==> src/rtl/dpu_chain_feeder_if.sv <==
// Stream bundle between the chain feeder and its environment:
// weight load, sample input and result output, each a valid/ready handshake.
interface dpu_chain_feeder_if #(
    parameter int DW = 32
);
    logic [DW-1:0]        w_data;
    logic                 w_valid;
    logic                 w_ready;
    logic signed [DW-1:0] s_data;
    logic                 s_valid;
    logic                 s_last;
    logic                 s_ready;
    logic signed [DW-1:0] m_data;
    logic                 m_valid;
    logic                 m_last;
    logic                 m_ready;

    modport master (
        output w_data, w_valid, s_data, s_valid, s_last, m_ready,
        input  w_ready, s_ready, m_data, m_valid, m_last
    );

    modport slave (
        input  w_data, w_valid, s_data, s_valid, s_last, m_ready,
        output w_ready, s_ready, m_data, m_valid, m_last
    );
endinterface

==> src/rtl/dpu_chain_feeder.sv <==
// Feeds one systolic dpu chain: loads the weight bank, streams samples under a
// credit limit, and drains chain results through a first-word-fall-through FIFO.
module dpu_chain_feeder #(
    parameter int DW        = 32,
    parameter int TAPS      = 4,
    parameter int CHAIN_LAT = 9,
    parameter int OUT_DEPTH = 16
) (
    input  logic                 clk,
    input  logic                 rst,
    dpu_chain_feeder_if.slave    bus,
    output logic [TAPS*DW-1:0]   chain_w,
    output logic signed [DW-1:0] chain_xin,
    output logic signed [DW-1:0] chain_yin,
    input  logic signed [DW-1:0] chain_yout,
    output logic                 busy,
    output logic                 done
);
    localparam int WW = (TAPS > 1) ? $clog2(TAPS) : 1;
    localparam int PW = (OUT_DEPTH > 1) ? $clog2(OUT_DEPTH) : 1;
    localparam int CW = $clog2(OUT_DEPTH + 1);
    localparam int IW = $clog2(CHAIN_LAT + 1);

    typedef enum logic [1:0] {IDLE, LOAD, RUN, DRAIN} state_t;
    state_t state, state_nxt;

    logic [WW-1:0]        widx;
    logic                 w_ready, s_ready, w_acc, s_acc;
    logic                 credit_ok;
    logic [CHAIN_LAT-1:0] tag_vld_p, tag_last_p;
    logic [IW-1:0]        inflight;
    logic signed [DW-1:0] fifo_data [OUT_DEPTH];
    logic [OUT_DEPTH-1:0] fifo_last;
    logic [PW-1:0]        wptr, rptr;
    logic [CW-1:0]        fifo_cnt;
    logic                 fifo_wr, fifo_rd, m_valid;

    function automatic logic [PW-1:0] ptr_inc(input logic [PW-1:0] p);
        return (p == PW'(OUT_DEPTH - 1)) ? '0 : p + PW'(1);
    endfunction

    // A sample is only admitted if its result is guaranteed a FIFO slot.
    assign credit_ok = (32'(inflight) + 32'(fifo_cnt)) < 32'(OUT_DEPTH);
    assign w_acc     = bus.w_valid & w_ready;
    assign s_acc     = bus.s_valid & s_ready;

    always_comb begin
        state_nxt = state;
        w_ready   = 1'b0;
        s_ready   = 1'b0;
        done      = 1'b0;
        unique case (state)
            IDLE: begin
                if (bus.w_valid) state_nxt = LOAD;
            end
            LOAD: begin
                w_ready = 1'b1;
                if (bus.w_valid && widx == WW'(TAPS - 1)) state_nxt = RUN;
            end
            RUN: begin
                s_ready = credit_ok;
                if (bus.s_valid && credit_ok && bus.s_last) state_nxt = DRAIN;
            end
            DRAIN: begin
                if (inflight == '0 && fifo_cnt == '0) begin
                    done      = 1'b1;
                    state_nxt = IDLE;
                end
            end
            default: state_nxt = IDLE;
        endcase
    end

    always_ff @(posedge clk) begin
        if (!rst) state <= IDLE;
        else      state <= state_nxt;
    end

    always_ff @(posedge clk) begin
        if (!rst) begin
            chain_w <= '0;
            widx    <= '0;
        end else if (w_acc) begin
            chain_w[widx*DW +: DW] <= bus.w_data;
            widx <= (widx == WW'(TAPS - 1)) ? '0 : widx + WW'(1);
        end
    end

    // Stage p0: chain head register and tag entry; tags then ride alongside the chain.
    always_ff @(posedge clk) begin
        if (!rst) begin
            chain_xin  <= '0;
            tag_vld_p  <= '0;
            tag_last_p <= '0;
            inflight   <= '0;
        end else begin
            chain_xin  <= s_acc ? bus.s_data : '0;
            tag_vld_p  <= (tag_vld_p << 1) | CHAIN_LAT'(s_acc);
            tag_last_p <= (tag_last_p << 1) | CHAIN_LAT'(s_acc & bus.s_last);
            case ({s_acc, tag_vld_p[CHAIN_LAT-1]})
                2'b10:   inflight <= inflight + IW'(1);
                2'b01:   inflight <= inflight - IW'(1);
                default: ;
            endcase
        end
    end

    assign chain_yin = '0;

    // Chain tail: a valid tag at the last stage captures chain_yout into the FIFO.
    assign fifo_wr = tag_vld_p[CHAIN_LAT-1];
    assign fifo_rd = m_valid & bus.m_ready;

    always_ff @(posedge clk) begin
        if (fifo_wr) begin
            fifo_data[wptr] <= chain_yout;
            fifo_last[wptr] <= tag_last_p[CHAIN_LAT-1];
        end
    end

    always_ff @(posedge clk) begin
        if (!rst) begin
            wptr     <= '0;
            rptr     <= '0;
            fifo_cnt <= '0;
        end else begin
            if (fifo_wr) wptr <= ptr_inc(wptr);
            if (fifo_rd) rptr <= ptr_inc(rptr);
            case ({fifo_wr, fifo_rd})
                2'b10:   fifo_cnt <= fifo_cnt + CW'(1);
                2'b01:   fifo_cnt <= fifo_cnt - CW'(1);
                default: ;
            endcase
        end
    end

    assign m_valid     = (fifo_cnt != '0);
    assign bus.m_valid = m_valid;
    assign bus.m_data  = fifo_data[rptr];
    assign bus.m_last  = m_valid & fifo_last[rptr];
    assign bus.w_ready = w_ready;
    assign bus.s_ready = s_ready;
    assign busy        = (state != IDLE);
endmodule
==> src/flat_wrapper.sv <==
// flat-port wrapper written by rule: the top's interface ports become plain ports
module dpu_chain_feeder_flat 
#(
    parameter int DW        = 32,
    parameter int TAPS      = 4,
    parameter int CHAIN_LAT = 9,
    parameter int OUT_DEPTH = 16
)
  (clk, rst, chain_w, chain_xin, chain_yin, chain_yout, busy, done, bus_w_data, bus_w_valid, bus_s_data, bus_s_valid, bus_s_last, bus_m_ready, bus_w_ready, bus_s_ready, bus_m_data, bus_m_valid, bus_m_last);
  dpu_chain_feeder_if #(.DW(DW)) bus_i ();
  input  logic clk;
  input  logic rst;
  output logic [TAPS*DW-1:0] chain_w;
  output logic signed [DW-1:0] chain_xin;
  output logic signed [DW-1:0] chain_yin;
  input  logic signed [DW-1:0] chain_yout;
  output logic busy;
  output logic done;
  input wire logic [$bits(bus_i.w_data)-1:0] bus_w_data;
  input wire logic [$bits(bus_i.w_valid)-1:0] bus_w_valid;
  input wire logic [$bits(bus_i.s_data)-1:0] bus_s_data;
  input wire logic [$bits(bus_i.s_valid)-1:0] bus_s_valid;
  input wire logic [$bits(bus_i.s_last)-1:0] bus_s_last;
  input wire logic [$bits(bus_i.m_ready)-1:0] bus_m_ready;
  output wire logic [$bits(bus_i.w_ready)-1:0] bus_w_ready;
  output wire logic [$bits(bus_i.s_ready)-1:0] bus_s_ready;
  output wire logic [$bits(bus_i.m_data)-1:0] bus_m_data;
  output wire logic [$bits(bus_i.m_valid)-1:0] bus_m_valid;
  output wire logic [$bits(bus_i.m_last)-1:0] bus_m_last;
  assign bus_i.w_data = bus_w_data;
  assign bus_i.w_valid = bus_w_valid;
  assign bus_i.s_data = bus_s_data;
  assign bus_i.s_valid = bus_s_valid;
  assign bus_i.s_last = bus_s_last;
  assign bus_i.m_ready = bus_m_ready;
  assign bus_w_ready = bus_i.w_ready;
  assign bus_s_ready = bus_i.s_ready;
  assign bus_m_data = bus_i.m_data;
  assign bus_m_valid = bus_i.m_valid;
  assign bus_m_last = bus_i.m_last;
  dpu_chain_feeder #(.DW(DW), .TAPS(TAPS), .CHAIN_LAT(CHAIN_LAT), .OUT_DEPTH(OUT_DEPTH)) u_core (.clk(clk), .rst(rst), .bus(bus_i), .chain_w(chain_w), .chain_xin(chain_xin), .chain_yin(chain_yin), .chain_yout(chain_yout), .busy(busy), .done(done));
endmodule
==> config.mk <==
export PLATFORM = sky130hd
export DESIGN_NAME = dpu_chain_feeder_flat
export DESIGN_NICKNAME = d
export VERILOG_FILES = /design/src/rtl/dpu_chain_feeder_if.sv /design/src/rtl/dpu_chain_feeder.sv /design/src/flat_wrapper.sv
export SDC_FILE = /design/constraint.sdc
export NUM_CORES = 1
export LEC_CHECK = 0
export CORE_ASPECT_RATIO = 1.1
export CORE_MARGIN = 10
export CORE_UTILIZATION = 46
export CTS_BUF_LIST = sky130_fd_sc_hd__clkbuf_8
export CTS_CLUSTER_DIAMETER = 60
export DETAILED_ROUTE_END_ITERATION = 10
export PLACE_DENSITY = 0.76
export SKIP_LAST_GASP = 1
export SYNTH_ARGS = -nofsm -noshare
export SYNTH_HDL_FRONTEND = slang
export SYNTH_SLANG_ARGS = --single-unit
==> constraint.sdc <==
create_clock -name clk -period 3.5 [get_ports clk]
set_input_delay 0.7 -clock clk [delete_from_list [all_inputs] [get_ports clk]]
set_output_delay 0.7 -clock clk [all_outputs]
set_load 0.1 [all_outputs]
==> reports/metrics.yaml <==
comb_power_share: 0.092
finalHoldViolCount: 0
via_per_inst: 5.644
area_growth_pct: 24.75
fin_cells: 2749
placementRows: 93
hold_path_class: "reg -> reg"
max_slew_margin: 0.3063
yosys.cell_types.count: 49
hp-start: "u_core.tag_last_p[5]$_SDFF_PN0_"
fin_crit_ns: 3.518
yosys_warnings: 0
dpl_worst_slack_ns: 0.2413
rr_endpoint: "u_core.fifo_cnt[4]$_SDFFE_PN0P_"
maxCapViolCount: 0
grt_pass1_wl_um: 103200
drive_above_1_share: 0.2423
cts_tree: "yes"
first_global_vias: 16521
p_switching_mw: 4.558
first_iter_violations: 1170
drv_slew: 0
power_mw: 17.82
postCtsHoldBufs: 0
setup_viol: 5
grt_max_degree: 61
start_util: 0.4667
antenna_found_initial: 1
ys_dominant_reg_cell: "edfxtp_1"
fmax_mhz: 284.3
netlist_instances: 1494
avgSynthCellArea_um2: 18.39
routed-via-count: 15515
power.internal_mw: 13.26
critPathMaxFanout: 6
crit_type: "reg -> out"
tns_ns: -0.04342
finalNetCount: 2029
grt_usage: 0.1943
worstSetupEndpointType: "output pin"
cp_data_arrival_time_ns: 2.82
status: "finished with violations"
violations: "negative setup slack"
insertion_delay_ns: 0.70
fillers: 4308
holdPathEnd: "u_core.tag_last_p[6]$_SDFF_PN0_"
dp_hpwl_um: 41490
dieHeight_um: 276.3
coreArea_um2: 58880
swShare: 0.2558
worstMarginPinSlew_ns: 1.037
r2r_cells: 12
port-buffer-count: 299
antenna_left: 0
rsz0062_at_grt: "true"
fin_ws_ns: -0.01768
cts-root-buf: "clkbuf_8"
drt_pass1_iterations: 6
startpoint_type: "register"
holdPathStages: 1
n_antenna_cell: 0
fin_skew_ns: 0.01795
placedCellCount: 2513
drc_errors: 0
dieArea_um2: 69920
cts.clk_slew.worst_paths_ns: 0.06
ys_async_sr_fraction: 0
clockBufferDepth: 3
ioPinCount: 332
drt_wl_total_um: 69810
die_w_um: 253.0
synth_edf_count: 528
ys_seq_area_frac: 0.7250
rr_startpoint: "u_core.fifo_cnt[0]$_SDFFE_PN0P_"
syn_area_um2: 27480
required_ns: 2.80
clock_sinks: 731
seq_power_share: 0.528
clockPowerShare: 0.380
r2r_setup_slack_ns: 0.42
grt-ovfl-total: 0
ys_seq_elements: 731
wl_per_cell_um: 25.39
p_leak_nw: 11.69
place.gp.congestion: 0.8122
ir_drop_uv: 345.3
cts_made_buffers: 111
cts_htree_levels: 3
powerDensity_nw_per_um2: 519.8
timing.final.crit_share: 1.005
-- power groups by stage --
stage	combinational [mW]	clock [mW]	sequential, mW
floorplan	0.654	0	10.1
global placement	1.60	0	9.59
detailed placement	1.63	0	9.59
CTS	1.64	6.91	9.41
global route	1.72	7.33	9.42
finish	1.63	6.77	9.41
-- cell families (layout without fill, tap and decap cells) --
kind of cell / count (synthesis) / count (layout) / share of synthesized area
flip-flops: 731 / 731 / 0.7250
XOR/XNOR: 7 / 7 / 0.002231
AO/OA/AOI/OAI: 162 / 162 / 0.04285
adder cells (fa/ha/maj): 28 / 28 / 0.01330
other: 1 / 32 / 0.0001365
multiplexers: 169 / 169 / 0.1431
AND/OR/NAND/NOR: 257 / 257 / 0.04495
buffers and inverters: 139 / 603 / 0.02851
-- repair_timing --
action,CTS,global route
gates resized for setup,34,19
pin swaps,0,0
endpoints found under the hold margin,0,0
gates cloned,7,9
setup buffers,12,7
endpoints found under the setup margin,31,30
-- area by class of cell --
class | count | area (um^2) | area share
sequential | 731 | 19930 | 0.5815
multi-input combinational | 655 | 6867 | 0.2003
timing repair buffer | 380 | 4308 | 0.1257
clock buffer | 120 | 1652 | 0.04818
tap | 760 | 950.9 | 0.02774
clock inverter | 83 | 491.7 | 0.01435
inverter | 20 | 77.57 | 0.002263
-- Yosys cell counts (3+ instances only) --
cell type  count  area (um^2)
clkbuf_1      51        191.4
buf_2         19        95.09
mux4_1        50         1314
and3_1         4        25.02
nand2_1       15        56.30
buf_4         32        240.2
a211oi_1       3        22.52
mux4_2       114         2567
nor2_1       147        551.8
a22oi_1      128        960.9
edfxtp_1     528        15860
xor2_1         6        52.55
nand3_1        5        25.02
nor2b_1        4        25.02
dfxtp_1      203         4064
ha_1          26        325.3
mux2i_1        5        50.05
a21o_1         4        30.03
buf_8          3        45.04
and2_1        66        412.9
nor3_1         3        15.01
buf_6         11        123.9
nor4_2         3        37.54
inv_1         20        75.07
a21oi_1       14        70.07
o21ai_0        3        15.01
-- per-layer routing --
metal,vias up,share of wire,global-route usage
li1,6653,-,-
met1,7930,0.36,0.2295
met2,811,0.51,0.3294
met3,119,0.097,0.06151
met4,2,0.026,0.06654
met5,-,0.00029,0
-- metrics by stage --
step / area, um^2 / utilization / hold slack (ns)
after floorplan: 27600 / - / 0.4119
after global placement: 31480 / 0.5347 / 0.4145
after detailed placement: 31480 / 0.5347 / 0.4207
after CTS: 34020 / 0.5777 / 0.4304
after global routing: 34280 / 0.5822 / 0.4435
final: 34280 / 0.5822 / 0.4283
-- worst max-delay path by stage --
stage	startpoint	end	slack, ns	depth (start not counted)
5_1_grt	register	bus_m_data[15]	-0.11	7
2_1_floorplan	u_core.fifo_cnt[2]$_SDFFE_PN0P_	u_core.inflight[3]$_SDFFE_PN0P_	0.22	12
6_report	register	bus_m_data[1]	-0.02	6
3_3_place_gp	bus_m_ready	u_core.fifo_cnt[4]$_SDFFE_PN0P_	0.32	11
3_5_place_dp	bus_m_ready	u_core.fifo_cnt[4]$_SDFFE_PN0P_	0.24	11
4_1_cts	register	bus_m_data[1]	-0.07	6
-- state kept, by name, summed over array words and instances (netlist names), named ones only --
| signal | count |
|---|---|
| u_core.chain_w | 128 |
| u_core.chain_xin | 32 |
| u_core.fifo_cnt | 5 |
| u_core.fifo_data | 512 |
| u_core.fifo_last | 16 |
| u_core.inflight | 4 |
| u_core.rptr | 4 |
| u_core.state | 2 |
| u_core.tag_last_p | 9 |
| u_core.tag_vld_p | 9 |
| u_core.widx | 2 |
| u_core.wptr | 4 |
-- critical path, stage by stage (launching register included) --
cell	delay, ns
dfxtp_4	0.41
buf_12	0.13
buf_4	0.13
buf_16	0.13
mux4_1	0.55
mux4_2	0.56
buf_12	0.20
-- placed cells by master, fill, tap and decap left out, types with 3 or more instances in the layout --
master and instances:
clkinv_1 25, mux2i_1 5, and2_2 16, buf_12 47, bufinv_16 5, buf_4 112
xor2_1 6, and2_1 50, nor2b_1 4, nand2_1 15, dfxtp_1 198, clkbuf_8 120
o21ai_0 3, a21oi_1 14, nor2_1 147, edfxtp_1 528, ha_1 26, clkinv_2 10
dfxtp_2 3, a22oi_1 128, buf_16 11, mux4_1 30, conb_1 32, clkdlybuf4s50_1 201
nor4_4 3, inv_1 56, mux4_2 134, a21o_1 4, nand3_1 5, clkbuf_16 8
nor3_1 3, and3_1 4
Power figures use the tool's default switching activity.
